## src/rtl/counter_pkg.sv

```systemverilog
// Shared constants and types for the loadable terminal-count counter.
// Holds the default width, the count type and the all-ones terminal value.
package counter_pkg;

  localparam int DEF_WIDTH = 8;

  typedef logic [DEF_WIDTH-1:0] count_t;

  localparam count_t TC_DEFAULT = '1;

endpackage

```

## src/rtl/counter8_tc_tc_decode.sv

```systemverilog
// Terminal-count decode: flags when the count equals TC_VALUE.
// Kept separate so a registered or early-terminal variant can replace it.
module tc_decode
  import counter_pkg::*;
#(
  parameter int WIDTH = DEF_WIDTH,
  parameter logic [WIDTH-1:0] TC_VALUE = {WIDTH{1'b1}}
) (
  input  logic [WIDTH-1:0] count,
  output logic             tcount
);

  // Pure equality compare on the registered count
  always_comb begin
    tcount = (count == TC_VALUE);
  end

endmodule

```

## src/rtl/counter8_tc.sv

```systemverilog
// Loadable binary up-counter with a terminal-count strobe.
// Priority per edge: reset, then load, then increment with wrap.
module counter8_tc
  import counter_pkg::*;
#(
  parameter int WIDTH = DEF_WIDTH,
  parameter logic [WIDTH-1:0] TC_VALUE = {WIDTH{1'b1}}
) (
  input  logic             clk,
  input  logic             reset,
  input  logic             load,
  input  logic [WIDTH-1:0] preset,
  output logic             tcount
);

  logic [WIDTH-1:0] count;

  // Count register: reset beats load beats increment
  always_ff @(posedge clk) begin
    if (reset) begin
      count <= '0;
    end else if (load) begin
      count <= preset;
    end else begin
      count <= count + {{(WIDTH-1){1'b0}}, 1'b1};
    end
  end

  tc_decode #(
    .WIDTH    (WIDTH),
    .TC_VALUE (TC_VALUE)
  ) u_decode (
    .count  (count),
    .tcount (tcount)
  );

endmodule

```

## config.mk

```make
export PLATFORM = sky130hd
export DESIGN_NAME = counter8_tc
export DESIGN_NICKNAME = d
export VERILOG_FILES = /design/src/rtl/counter_pkg.sv /design/src/rtl/counter8_tc_tc_decode.sv /design/src/rtl/counter8_tc.sv
export SDC_FILE = /design/constraint.sdc
export NUM_CORES = 1
export LEC_CHECK = 0
export ABC_AREA = 1
export BUFFER_PORTS_ARGS = -buffer_cell sky130_fd_sc_hd__buf_2
export CAP_MARGIN = 20
export CORE_AREA = 2 2 39 41
export DETAILED_ROUTE_END_ITERATION = 10
export DIE_AREA = 0 0 41 43
export HOLD_SLACK_MARGIN = 0.03
export PLACE_DENSITY_LB_ADDON = 0.12
export SYNTH_ARGS = -nofsm -noshare
export SYNTH_HDL_FRONTEND = slang
export SYNTH_SLANG_ARGS = --single-unit
```

## constraint.sdc

```tcl
create_clock -name clk -period 2.2 [get_ports clk]
set_clock_uncertainty 0.2 [all_clocks]
set_input_delay 0.11 -clock clk [delete_from_list [all_inputs] [get_ports clk]]
set_output_delay 0.11 -clock clk [all_outputs]
set_load 0.03 [all_outputs]
```

==> metrics.md, run 1 <==
| Metric | Value |
|---|---|
| First-pass GRT wire length | `1710 um` |
| Die Y-Extent | `43 um` |
| Clock Pin Slew Worst Setup and Hold Paths | `50 ps` |
| Pwr per Cell Area | `527 nW/um^2` |
| Mapped Avg Cell Area | `6.31 um^2` |
| Worst Hold Depth | `1` |
| RSZ-0062 raised after global routing | `false` |
| Status | `finished clean` |
| FP Rows | `14` |
| H-tree depth | `1` |
| Placed Cells | `97` |
| Nets@finish | `111` |
| Placed instance area | `512 um^2` |
| Routed Antenna Nets | `0` |
| Pwr Total | `0.350 mW` |
| Ant diodes | `0` |
| Layout cell share with drive strength beyond 1 | `17.5%` |
| Global route overflow | `0` |
| DR pass1 iterations | `4` |
| I/O pin count | `12` |
| Post-route DRC | `0` |
| Largest cells by area after synthesis | `dfxtp_1 (36%), nor2_1 (18%), nand2_1 (10%), inv_1 (7.5%), nand3_1 (5.6%)` |
| Initial Utilization | `32.4%` |
| CP arrival | `1720 ps` |
| Fin Hold WS | `318 ps` |
| Yosys warns | `0` |
| Overall die width | `41 um` |
| Mapped Area | `448 um^2` |
| Crit-path max FO | `4` |
| Slew Limit Fails | `0` |
| DRT Wirelength | `967 um` |
| F_max | `0.567 GHz` |
| CTS Buf Count | `3` |
| Final hold violations | `0` |
| Crit path kind | `reg -> reg` |
| Number of clock sinks | `8` |
| Core box area | `1380 um^2` |
| HPWL Detailed | `712 um` |
| Critical path startpoint category | `flip-flop` |
| GP Congestion | `0.652` |
| Worst Hold Class | `reg -> reg` |
| Final setup fails | `0` |
| Final min period | `1760 ps` |
| #FFs+latches synth | `8` |
| I/O Buffers | `11` |
| Largest net degree at the start of global routing | `14` |
| CTS Buffer Depth | `2` |
| Slew @ Worst Pin | `198 ps` |
| Part of the cycle the worst path needs | `80.1%` |
| LEAKAGE | `0.329 nW` |
| Share of the synthesized area in the top cell type | `35.8%` |
| Largest reg by FF count | `count` |
| CTS tree | `done` |
| Max Cap Viol | `0` |
| Area added between synthesis and finish | `48.3%` |
| Non-filler cells, final | `113` |
| Syn_nets | `83` |
| WP data required | `2160 ps` |
| Mapped Cells | `71` |
| Max VDD drop | `0.262 mV` |
| Worst R2R Path Depth | `5` |
| CTS root buffer | `clkbuf_4` |
| Setup TNS | `0 ps` |
| Drt wl/cell | `8.56 um` |
| Most common cell after layout, fill and taps aside | `nor2_1` |
| Tot GR Track Use | `15.1%` |
| Post-route design area | `664 um^2` |
| Clk Latency, worst-skew pair | `260 ps` |
| Register area share after synthesis | `35.8%` |
| Detailed Route Iter0 Violations | `11` |
| Yosys top cell by area | `dfxtp_1` |
| Via count | `490` |
| Rel. slew slack | `86.7%` |
| Die ar. | `1760 um^2` |
| Netlist cell types | `16` |
| Largest register FFs | `8` |
| Number of global-route vias before repair | `437` |
| Vias per cell | `4.34` |
| Top flop regs | `count x8` |
| Setup crit end kind | `flip-flop` |
| Most frequent cells in the layout | `nor2_1 (21), dlygate4sd3_1 (13), nand2_1 (12)` |
| Initial antenna violation count | `0` |
final timing paths:
kind                                     startpoint                  end  slack, ps
worst max-delay path            count[0]$_SDFF_PP0_  count[2]$_SDFF_PP0_        440
worst min-delay path            count[0]$_SDFF_PP0_  count[0]$_SDFF_PP0_        320
worst max register to register  count[0]$_SDFF_PP0_  count[2]$_SDFF_PP0_        440
worst min register to register  count[0]$_SDFF_PP0_  count[0]$_SDFF_PP0_        320
cells by family after synthesis:
family	count (synthesis)	share of synthesized area (%)
fa+ha+maj	1	2.79
flops	8	35.8
buf+inv	11	10.9
compound gates	8	8.94
xor+xnor	1	1.96
simple gates	42	39.7
report_power, final:
group / switching, mW / internal [mW] / total [mW]
registers: 0.0102 / 0.156 / 0.166
clock network: 0.0554 / 0.0628 / 0.118
logic: 0.0282 / 0.0376 / 0.0658
per-layer routing:
metal	track usage, %	share of wire, %
met1	18.9	49
met2	19.4	42
met3	4.71	4.4
met4	14.0	4.4
met5	0	0
what timing repair did:
action / 4_1_cts / 5_1_grt
hold buffers: 13 / 0
hold endpoints to repair: 8 / 0
buffers inserted: 0 / 0
gates resized for setup: 0 / 0
per-stage QoR:
step / worst slack, ps / utilization [%]
finish: 438 / 48.0
global route: 328 / 48.0
CTS: 434 / 48.0
detailed placement: 769 / 37.0
global placement: 784 / 37.0
floorplan: 304 / -
Yosys cell counts:
cell type	number
a21oi_1	2
nor4_1	1
or2_0	1
o21ai_1	3
dfxtp_1	8
inv_2	1
nand2_2	1
xor2_1	1
nor2_1	21
o21ai_0	3
inv_1	9
nand2_1	12
nand3_2	1
ha_1	1
buf_6	1
nand3_1	5
worst max-delay path, stage by stage, from the launching register on:
cell and delay, ps:
dfxtp_1 340, ha_1 240, xor2_1 180, o21ai_1 110, dlygate4sd3_1 550, inv_1 40
cell type report:
cell class	count	area, um^2
Fill cell	152	719
Clock buffer	3	22.5
Inverter	10	37.5
Timing Repair Buffer	24	185
Multi-Input combinational cell	52	239
Tap cell	16	20.0
Sequential cell	8	160
Note: power is estimated with default switching activity, not from simulation.
==> inputs of run 2 (changes only) <==
--- a/config.mk
+++ b/config.mk
@@ -5,7 +5,7 @@
 export SDC_FILE = /design/constraint.sdc
 export NUM_CORES = 1
 export LEC_CHECK = 0
-export ABC_AREA = 1
+export ABC_AREA = 0
 export BUFFER_PORTS_ARGS = -buffer_cell sky130_fd_sc_hd__buf_2
 export CAP_MARGIN = 20
 export CORE_AREA = 2 2 39 41
==> constraint.sdc (replaced) <==
create_clock -name clk -period 1.55 [get_ports clk]
set_clock_uncertainty 0.2 [all_clocks]
set_input_delay 0.0775 -clock clk [delete_from_list [all_inputs] [get_ports clk]]
set_output_delay 0.0775 -clock clk [all_outputs]
set_load 0.03 [all_outputs]
==> run 2 against run 1 <==
Fmax rose by 23%. Sequential power rose by 43%. The run now ends with hold timing left. Flip-flop and latch count did not move. Core utilization fell by 0.45 points. Largest cell class unchanged. Non-clock buffer count rose by 2. Global-route usage fell by 2.2 points.
==> metrics.md, run 2 <==
| Metric | Value |
|---|---|
| Detailed Route Iter0 Violations | `4 (was 11)` |
| Final min period | `1440 ps (was 1760 ps)` |
| Overall die width | `41 um (unchanged)` |
| Largest register FFs | `8 (unchanged)` |
| Setup TNS | `0 ps (unchanged)` |
| F_max | `0.696 GHz (was 0.567 GHz)` |
| Worst path bufs/invs | `1 (was 2)` |
| R2R Path End | `count[5]$_SDFF_PP0_ (was count[2]$_SDFF_PP0_)` |
| Vias per cell | `4.56 (was 4.34)` |
| Critical Path Max Stage Delay | `350 ps (was 550 ps)` |
| Nets@finish | `88 (was 111)` |
| Worst Hold Depth | `4 (was 1)` |
| Crit path from | `count[0]$_SDFF_PP0_ (unchanged)` |
| DR pass1 iterations | `4 (unchanged)` |
| Fin Hold WS | `-7.87 ps (was 318 ps)` |
| H-tree depth | `1 (unchanged)` |
| RSZ-0062 raised after global routing | `false (unchanged)` |
| First-pass GRT wire length | `1500 um (was 1710 um)` |
| Worst Hold Class | `in -> reg (was reg -> reg)` |
| Final setup fails | `0 (unchanged)` |
| GP Congestion | `0.644 (was 0.652)` |
| Status | `finished with violations (was finished clean)` |
| I/O Buffers | `11 (unchanged)` |
| Tot GR Track Use | `12.9% (was 15.1%)` |
| Part of the cycle the worst path needs | `92.7% (was 80.1%)` |
| LEAKAGE | `0.268 nW (was 0.329 nW)` |
| Largest net degree at the start of global routing | `11 (was 14)` |
| Crit-path max FO | `4 (unchanged)` |
| Core box area | `1380 um^2 (unchanged)` |
| #FFs+latches synth | `8 (unchanged)` |
| Hold path endpoint | `count[0]$_SDFF_PP0_ (unchanged)` |
| Crit-path slowest cell | `dfxtp_2 (was dlygate4sd3_1)` |
| Mapped Area | `392 um^2 (was 448 um^2)` |
| Rel. slew slack | `86.1% (was 86.7%)` |
| Most frequent cells in the layout | `dlygate4sd3_1 (12), buf_2 (10), nor2_1 (6), dfxtp_1 (6), buf_4 (4) (was nor2_1 (21), dlygate4sd3_1 (13), nand2_1 (12))` |
| Reg2reg setup slack | `110 ps (was 440 ps)` |
| CTS root buffer | `clkbuf_4 (unchanged)` |
| Mapped Avg Cell Area | `8.51 um^2 (was 6.31 um^2)` |
| Most common cell after layout, fill and taps aside | `dlygate4sd3_1 (was nor2_1)` |
| Die ar. | `1760 um^2 (unchanged)` |
| Top Family by Delay on Critical Path | `compound AO/OA/AOI/OAI gates (was buffers and inverters)` |
| Critical path startpoint category | `flip-flop (unchanged)` |
| Routed Antenna Nets | `0 (unchanged)` |
| Area added between synthesis and finish | `68.1% (was 48.3%)` |
| Final hold violations | `1 (was 0)` |
| Hold Startpoint | `load (was count[0]$_SDFF_PP0_)` |
| FP Rows | `14 (unchanged)` |
| CTS Buffer Depth | `2 (unchanged)` |
| Drt wl/cell | `10.3 um (was 8.56 um)` |
| Number of flops mapped to enable cells by yosys | `0 (unchanged)` |
| Most common cell in the synthesized netlist | `dfxtp_1 (was nor2_1)` |
| Top flop regs | `count x8 (unchanged)` |
| Worst reg2reg startpoint | `count[0]$_SDFF_PP0_ (unchanged)` |
| Layout cell share with drive strength beyond 1 | `32.4% (was 17.5%)` |
| Ys flop type | `dfxtp_1 (unchanged)` |
| Slew @ Worst Pin | `206 ps (was 198 ps)` |
| Fin util | `47.6% (was 48.0%)` |
| Yosys warns | `0 (unchanged)` |
| Initial antenna violation count | `0 (unchanged)` |
| Slew Limit Fails | `0 (unchanged)` |
| WP data required | `1520 ps (was 2160 ps)` |
| Number of clock sinks | `8 (unchanged)` |
| Post-route DRC | `0 (unchanged)` |
| FFs w/ async S/R, synth | `0% (unchanged)` |
| Largest cells by area after synthesis | `dfxtp_1 (41%), nor2_1 (5.8%), xor2_1 (4.5%), o21ai_0 (3.8%), a211oi_1 (3.8%) (was dfxtp_1 (36%), nor2_1 (18%), nand2_1 (10%), inv_1 (7.5%), nand3_1 (5.6%))` |
| Netlist cell types | `23 (was 16)` |
| Cells along the critical path | `buf_4 -> nand4_1 -> o31a_1 -> a221oi_1 (was ha_1 -> xor2_1 -> o21ai_1 -> dlygate4sd3_1 -> inv_1)` |
| Max VDD drop | `0.325 mV (was 0.262 mV)` |
| Initial Utilization | `28.3% (was 32.4%)` |
| I/O pin count | `12 (unchanged)` |
| Number of global-route vias before repair | `359 (was 437)` |
| Pwr per Cell Area | `742 nW/um^2 (was 527 nW/um^2)` |
| Clock Pin Slew Worst Setup and Hold Paths | `60 ps (was 50 ps)` |
| FILL cells | `127 (was 152)` |
| CP arrival | `1410 ps (was 1720 ps)` |
| Syn_nets | `58 (was 83)` |
| Via count | `410 (was 490)` |
| Clk Latency, worst-skew pair | `250 ps (was 260 ps)` |
| Global route overflow | `0 (unchanged)` |
| CTS tree | `done (unchanged)` |
| HPWL Detailed | `657 um (was 712 um)` |
| Mapped Cells | `46 (was 71)` |
| Share of the synthesized area in the top cell type | `40.9% (was 35.8%)` |
| Setup crit end kind | `flip-flop (unchanged)` |
| Max Cap Viol | `0 (unchanged)` |
| Register area share after synthesis | `40.9% (was 35.8%)` |
| Slack of the critical path | `113 ps (was 438 ps)` |
| Crit path kind | `reg -> reg (unchanged)` |
| Pre-CTS setup slack | `67.4 ps (was 769 ps)` |
| Yosys top cell by area | `dfxtp_1 (unchanged)` |
| DRT Wirelength | `925 um (was 967 um)` |
| Failing checks | `hold timing` |
| CTS Buf Count | `3 (unchanged)` |
| Worst R2R Path Depth | `4 (was 5)` |
| Ant diodes | `0 (unchanged)` |
| Largest reg by FF count | `count (unchanged)` |
| List of most frequent post-synthesis cells | `dfxtp_1 (8), nor2_1 (6), inv_1 (3), nand2_1 (3), o21ai_0 (3) (was nor2_1 (21), nand2_1 (12), inv_1 (9), dfxtp_1 (8), nand3_1 (5))` |
| Die Y-Extent | `43 um (unchanged)` |
## run 2: changes by cell type after synthesis, sizes merged, moves of 2 or more
cell | previous run | this run
o21ai | 6 | 3
nor2 | 21 | 6
nand3 | 6 | 3
nand2 | 13 | 3
or3 | 0 | 2
inv | 10 | 4
a211oi | 0 | 2
## run 2: how the worst max path moves through the flow
stage | cells after the start | end | slack [ps]
floorplan | 4 | count[6]$_SDFF_PP0_ | 40
global placement | 4 | count[6]$_SDFF_PP0_ | 90
detailed placement | 4 | count[6]$_SDFF_PP0_ | 70
CTS | 4 | tcount | 50
global route | 4 | tcount | 20
finish | 4 | count[5]$_SDFF_PP0_ | 110
## run 2: metrics by stage
stage / power (mW) / instances / area [um^2]
floorplan: 0.272 / 46 / 397
global placement: 0.298 / 74 / 483
finish: 0.488 / 90 / 658
CTS: 0.496 / 90 / 651
detailed placement: 0.299 / 74 / 483
global route: 0.522 / 90 / 658
## run 2: final cells by class
type                            count  area, um^2  area share, %
Multi-Input combinational cell     33         238           36.1
Timing Repair Buffer               26         200           30.4
Sequential cell                     8         163           24.7
Tap cell                           16        20.0           3.04
Inverter                            4        15.0           2.28
Clock buffer                        3        22.5           3.42
## run 2: worst reg2reg max path, stage by stage (launching register included)
cell and delay (ps):
dfxtp_2 350, buf_4 120, nand4_1 170, o31a_1 280, a221oi_1 240
## run 2: where the power goes
part,switching [mW],internal (mW)
clock network,0.0716,0.0887
registers,0.0150,0.222
logic,0.0349,0.0561
total,0.121,0.367
## run 2: logic make-up after synthesis
logic type | count (synthesis) | share of synthesized area, %
and+or+nand+nor | 16 | 19.8
DFF | 8 | 40.9
muxes | 1 | 2.56
AOI/OAI and AO/OA | 12 | 22.0
buffers and inverters | 5 | 4.79
adders and majority gates | 1 | 3.19
xor gates and xnor gates | 3 | 6.71
## run 2: metal layers
layer / GRT usage [%] / share of wire [%] / vias up
met4: 4.00 / 0 / 0
met2: 19.4 / 48 / 12
met3: 7.85 / 6.7 / 0
met5: 0 / 0 / -
li1: - / - / 221
met1: 14.6 / 45 / 177
## run 2: repair_timing
item | in CTS | in global routing
hold buffers | 12 | 1
endpoints found under the setup margin | 1 | 2
endpoints found under the hold margin | 8 | 1
buffers inserted | 2 | 0
pin swaps | 2 | 1
gates resized for setup | 5 | 1
